===== src/rtl/histo_readout_if.sv =====
// Byte-wide transmit handshake between the histogram serializer and the serial transmitter.
// Latency: none, wires only.
// Backpressure: the slave holds tx_ready low to stall; the master keeps tx_data stable while stalled.
interface histo_readout_if;
    logic [7:0] tx_data;
    logic       tx_valid;
    logic       tx_ready;

    modport master (output tx_data, output tx_valid, input tx_ready);
    modport slave  (input tx_data, input tx_valid, output tx_ready);
endinterface


===== src/rtl/histo_readout.sv =====
// Serializes per-channel phase-bin histograms as one framed byte stream (0xA5, then channel byte + bin words per channel).
// Latency: header presented the cycle after start; SETTLE_CYCLES idle cycles precede each channel; done the cycle after the last byte.
// Backpressure: tx_valid/tx_ready; tx_data held while stalled. Optional XOR checksum byte when HISTO_CSUM_EN is defined.
module histo_readout #(
    parameter int NCHAN          = 16,
    parameter int NBINS          = 8,
    parameter int BYTES_PER_WORD = 4,
    parameter int SETTLE_CYCLES  = 2
) (
    input  logic                  clk,
    input  logic                  nrst,
    input  logic                  start,
    input  logic [32*NBINS-1:0]   histos_in,
    output logic [7:0]            histotosend,
    histo_readout_if.master       tx,
    output logic                  busy,
    output logic                  done
);

    localparam int WW = (NBINS > 1) ? $clog2(NBINS) : 1;
    localparam int BW = (BYTES_PER_WORD > 1) ? $clog2(BYTES_PER_WORD) : 1;
    localparam logic [WW-1:0] WLAST  = WW'(NBINS - 1);
    localparam logic [BW-1:0] BLAST  = BW'(BYTES_PER_WORD - 1);
    localparam logic [7:0]    CHLAST = 8'(NCHAN - 1);
    localparam logic [7:0]    HDR_BYTE = 8'hA5;

    typedef enum logic [2:0] {
        S_IDLE,
        S_HDR,
        S_SETTLE,
        S_SEND,
`ifdef HISTO_CSUM_EN
        S_CSUM,
`endif
        S_DONE
    } state_t;

    state_t               state;
    logic [3:0]           cnt;
    logic [32*NBINS-1:0]  snap;
    logic [WW-1:0]        wsel;
    logic [BW-1:0]        bsel;
    logic                 chan_phase;   // the channel byte is the one currently presented
    logic [WW-1:0]        nw;
    logic [BW-1:0]        nb;
    logic                 last_byte;
    logic                 xfer;
`ifdef HISTO_CSUM_EN
    logic [7:0]           csum;
`endif

    // Select byte b (MSB-first among the low BYTES_PER_WORD bytes) of bin word w.
    function automatic logic [7:0] pick(input logic [32*NBINS-1:0] s,
                                        input logic [WW-1:0] w,
                                        input logic [BW-1:0] b);
        logic [31:0] wd;
        wd = s[32*int'(w) +: 32];
        return 8'(wd >> (8 * (BYTES_PER_WORD - 1 - int'(b))));
    endfunction

    assign xfer = tx.tx_valid && tx.tx_ready;

    // Position of the byte following the current one, and end-of-channel detect.
    always_comb begin
        nb        = bsel + 1'b1;
        nw        = wsel;
        if (bsel == BLAST) begin
            nb = '0;
            nw = wsel + 1'b1;
        end
        last_byte = (wsel == WLAST) && (bsel == BLAST) && !chan_phase;
    end

    // Frame sequencer: owns every output and the snapshot register.
    always_ff @(posedge clk) begin
        if (!nrst) begin
            state       <= S_IDLE;
            histotosend <= '0;
            tx.tx_valid <= 1'b0;
            tx.tx_data  <= '0;
            busy        <= 1'b0;
            done        <= 1'b0;
            cnt         <= '0;
            wsel        <= '0;
            bsel        <= '0;
            chan_phase  <= 1'b0;
`ifdef HISTO_CSUM_EN
            csum        <= '0;
`endif
        end else begin
            case (state)
                S_IDLE: begin
                    done <= 1'b0;
                    if (start) begin
                        state       <= S_HDR;
                        histotosend <= '0;
                        busy        <= 1'b1;
                        tx.tx_valid <= 1'b1;
                        tx.tx_data  <= HDR_BYTE;
`ifdef HISTO_CSUM_EN
                        csum        <= '0;
`endif
                    end
                end
                S_HDR: begin
                    if (xfer) begin
                        state       <= S_SETTLE;
                        cnt         <= 4'(SETTLE_CYCLES);
                        tx.tx_valid <= 1'b0;
                    end
                end
                S_SETTLE: begin
                    if (cnt <= 4'd1) begin
                        snap        <= histos_in;
                        tx.tx_data  <= histotosend;
                        tx.tx_valid <= 1'b1;
                        chan_phase  <= 1'b1;
                        wsel        <= '0;
                        bsel        <= '0;
                        state       <= S_SEND;
                    end else begin
                        cnt <= cnt - 1'b1;
                    end
                end
                S_SEND: begin
                    if (xfer) begin
`ifdef HISTO_CSUM_EN
                        csum <= csum ^ tx.tx_data;
`endif
                        if (chan_phase) begin
                            chan_phase <= 1'b0;
                            tx.tx_data <= pick(snap, wsel, bsel);
                        end else if (last_byte) begin
                            if (histotosend != CHLAST) begin
                                histotosend <= histotosend + 1'b1;
                                cnt         <= 4'(SETTLE_CYCLES);
                                tx.tx_valid <= 1'b0;
                                state       <= S_SETTLE;
                            end else begin
`ifdef HISTO_CSUM_EN
                                tx.tx_data  <= csum ^ tx.tx_data;
                                state       <= S_CSUM;
`else
                                tx.tx_valid <= 1'b0;
                                busy        <= 1'b0;
                                done        <= 1'b1;
                                state       <= S_DONE;
`endif
                            end
                        end else begin
                            wsel       <= nw;
                            bsel       <= nb;
                            tx.tx_data <= pick(snap, nw, nb);
                        end
                    end
                end
`ifdef HISTO_CSUM_EN
                S_CSUM: begin
                    if (xfer) begin
                        tx.tx_valid <= 1'b0;
                        busy        <= 1'b0;
                        done        <= 1'b1;
                        state       <= S_DONE;
                    end
                end
`endif
                S_DONE: begin
                    done  <= 1'b0;
                    state <= S_IDLE;
                end
                default: state <= S_IDLE;
            endcase
        end
    end

endmodule


===== src/flat_wrapper.sv =====
// flat-port wrapper written by rule: the top's interface ports become plain ports
module histo_readout_flat 
#(
    parameter int NCHAN          = 16,
    parameter int NBINS          = 8,
    parameter int BYTES_PER_WORD = 4,
    parameter int SETTLE_CYCLES  = 2
)
  (clk, nrst, start, histos_in, histotosend, busy, done, tx_tx_data, tx_tx_valid, tx_tx_ready);
  histo_readout_if tx_i ();
  input  logic clk;
  input  logic nrst;
  input  logic start;
  input  logic [32*NBINS-1:0] histos_in;
  output logic [7:0] histotosend;
  output logic busy;
  output logic done;
  output wire logic [$bits(tx_i.tx_data)-1:0] tx_tx_data;
  output wire logic [$bits(tx_i.tx_valid)-1:0] tx_tx_valid;
  input wire logic [$bits(tx_i.tx_ready)-1:0] tx_tx_ready;
  assign tx_tx_data = tx_i.tx_data;
  assign tx_tx_valid = tx_i.tx_valid;
  assign tx_i.tx_ready = tx_tx_ready;
  histo_readout #(.NCHAN(NCHAN), .NBINS(NBINS), .BYTES_PER_WORD(BYTES_PER_WORD), .SETTLE_CYCLES(SETTLE_CYCLES)) u_core (.clk(clk), .nrst(nrst), .start(start), .histos_in(histos_in), .histotosend(histotosend), .tx(tx_i), .busy(busy), .done(done));
endmodule

===== config.mk =====
export PLATFORM = sky130hd
export DESIGN_NAME = histo_readout_flat
export DESIGN_NICKNAME = d
export VERILOG_FILES = /design/src/rtl/histo_readout_if.sv /design/src/rtl/histo_readout.sv /design/src/flat_wrapper.sv
export SDC_FILE = /design/constraint.sdc
export NUM_CORES = 1
export LEC_CHECK = 0
export CORE_MARGIN = 1
export CORE_UTILIZATION = 45
export CTS_BUF_LIST = sky130_fd_sc_hd__clkbuf_2
export CTS_CLUSTER_DIAMETER = 60
export DETAILED_ROUTE_END_ITERATION = 16
export DONT_BUFFER_PORTS = 1
export GPL_ROUTABILITY_DRIVEN = 0
export HOLD_SLACK_MARGIN = 0.03
export SYNTH_ARGS = -nofsm -noshare
export SYNTH_HDL_FRONTEND = slang
export SYNTH_SLANG_ARGS = --single-unit

===== constraint.sdc =====
create_clock -name clk -period 18.95 [get_ports clk]
set_clock_uncertainty 0.2 [all_clocks]
set_input_delay 1.895 -clock clk [delete_from_list [all_inputs] [get_ports clk]]
set_output_delay 1.895 -clock clk [all_outputs]
set_load 0.1 [all_outputs]

==> metrics.txt <==
Routed WL per cell=27.4 µm; setup repair after global routing missed its margin=false; Mean Syn Cell Area=around 16 µm²; Synth cell types=65; clk slew on worst S/H paths=0.09 ns; crit path cell chain=buf_4 > ha_1 > xor2_4 > buf_4 > buf_4 > mux4_2 > mux2i_1 > o22ai_1 > nor4_1 > nor4_1; Buf+Inv Stages, Crit Path=3; die area=31600 µm²; status=finished, final reports clean; syn_nets=1147; Crit path depth=10; period utilization=a little under a quarter; Post-synth ARST share=0%; Die Wd=178 µm; Rows=63; FILL cells=2586; critical path's top delay family=buffers and inverters; Placed Cells=1232; maximum clock path buffer count=3; global-route wire length before repair=54.9 mm; Clk Latency, worst-skew pair=0.90 ns; crit start category=register; mapped cell area=13900 µm²; Min Hold Slack=0.315 ns; critical path required time=19.54 ns; Yosys reg bits=288; CP dominant cell by count=buf_4; crit end category=register; number of synthesis warnings=0; layout cells sized above 1=between 20% and 30%; CTS root buf=clkbuf_2; largest net degree at the start of global routing=94; Worst slew margin=19.9%; initial drt markers=714; final wirelength=38.0 mm; CTS buffer count=77; Total GRT Usage=between 20% and 30%; worst hold path depth=2; commonest non-fill, non-tap cells in the layout=edfxtp_1 (256), clkbuf_2 (118), mux4_2 (103); area grow syn2layout=7.68%; # IOs=around 280; synthesized instance count=880; H-tree depth=3; commonest non-fill, non-tap cell in the layout=edfxtp_1; CP max FO=31; vias per cell=6.14; postcts setup bufs=0; starting density of the core=46.2%; reg2reg path depth=10; LEAKAGE=about 4.7 nW; min-delay worst type=reg -> reg; vias in the first global route=approximately 8600; hpwl dp=26.4 mm; Worst Tran Pin Value=around 1.2 ns; ys flop type=edfxtp_1; final cell count without fillers=~1400; core area=~30000 µm²; via count=8523; number of enable flip-flop cells after synthesis=~260; nets=1188; final design instance area without fill=15000 µm²; Worst VDD drop=roughly 0.000055 V; slowest stage delay, CP=approximately 0.60 ns; # setup viols final=0; Port Buffers=0; Antenna Violating Nets Remaining=0; slowest stage cell, crit path=buf_4; initial antenna violation count=20; Placed Area=14200 µm²; setup_tns=0 ns; Pre-Repair DR Iteration Count=5; post-cts resize count=0; final global-route overflow total=0; Pwr per Cell Area=slightly above 100 nW/µm²; Max Freq=0.231 GHz; Arr. time, crit path=4.92 ns; max_cap viols=0; CTS tree=done; critical path class=reg -> reg; hold_buf cts=0; fin crit period=4.33 ns; Seq/Total Area, Yosys=between 50% and 60%; DRC viols=0; total power=~1.5 mW; fin. max-slew vios=0; CTS sink count=288; Fin. Hold Viols=0; DIE HEIGHT=approximately 180 µm
==> synth_stat cells (12+ instances only) <==
| cell type | instances | area [µm²] |
|---|---|---|
| o21ai_0 | 27 | 135 |
| nor2_1 | 46 | 173 |
| mux4_2 | 103 | 2320 |
| nor2b_1 | 21 | 131 |
| dfxtp_1 | 32 | 641 |
| nand2_1 | 74 | 278 |
| edfxtp_1 | 256 | 7690 |
| mux2i_1 | 48 | 480 |
| nor3_1 | 13 | 65.1 |
| nand3_1 | 23 | 115 |
| buf_2 | 21 | 105 |
| clkbuf_1 | 15 | 56.3 |
| a21oi_1 | 12 | 60.1 |
==> flip-flops by register name, summed over array words and instances (netlist names) <==
signal	count
u_core.tx.tx_valid	1
u_core.bsel	2
u_core.snap	256
u_core.done	1
u_core.histotosend	8
u_core.busy	1
u_core.cnt	4
u_core.chan_phase	1
u_core.tx.tx_data	8
u_core.state	3
u_core.wsel	3
==> layout make-up <==
cell class	instances	area (µm²)	share of cell area [%]
antenna	13	32.5	0.218
clock buffer	118	591	3.95
clock inverter	24	128	0.853
inverter	7	26.3	0.176
multi-input combinational	528	5210	34.8
sequential	288	8340	55.7
tap	390	488	3.26
timing repair buffer	19	143	0.954
==> report_power, final <==
part | internal [mW] | switching [mW] | total [mW]
registers | 0.782 | 0.0954 | 0.877
clock network | 0.180 | 0.267 | 0.447
logic | 0.0676 | 0.113 | 0.181
total | 1.03 | 0.476 | 1.50
==> routing by layer <==
layer | track usage (%) | share of wire [%]
met1 | 30.1 | 39
met2 | 37.5 | 48
met3 | 10.2 | 9.9
met4 | 10.3 | 2.5
met5 | 0 | 0.21
==> cells by family (layout without fill, tap and decap cells) <==
family / Yosys count / in the layout / share of synthesized area [%]
AOI/OAI and AO/OA: 119 / 119 / 6.05
xor gates and xnor gates: 6 / 6 / 0.514
adders and majority gates: 7 / 7 / 0.631
buffers and inverters: 64 / 168 / 2.68
DFF: 288 / 288 / 60.0
muxes: 167 / 167 / 22.1
other: 0 / 13 / 0
and+or+nand+nor: 229 / 229 / 8.05
==> per-stage QoR <==
| stage | utilization, % | setup WS (ns) |
|---|---|---|
| finish | 49.8 | 14.62 |
| global route | 49.7 | 14.40 |
| CTS | 49.7 | 14.59 |
| detailed placement | 47.3 | 14.34 |
| global placement | 47.3 | 14.39 |
| floorplan | - | 5.95 |
==> tightest hold or removal path, cell delays in order, from the launching register on <==
cell and delay [ns]:
dfxtp_1 0.35, nand2_1 0.06, a21boi_0 0.07
==> path summary, 6_finish.rpt <==
kind | startpoint | to | slack, ns
worst min-delay path | u_core.cnt[0]$_SDFFE_PN0P_ | u_core.cnt[0]$_SDFFE_PN0P_ | 0.32
worst max register to register | u_core.bsel[0]$_SDFFE_PN0P_ | u_core.tx.tx_data[3]$_SDFFE_PN0P_ | 14.62
worst max-delay path | u_core.bsel[0]$_SDFFE_PN0P_ | u_core.tx.tx_data[3]$_SDFFE_PN0P_ | 14.62
worst min register to register | u_core.cnt[0]$_SDFFE_PN0P_ | u_core.cnt[0]$_SDFFE_PN0P_ | 0.32
No activity file was read; power rests on OpenSTA's default activity.
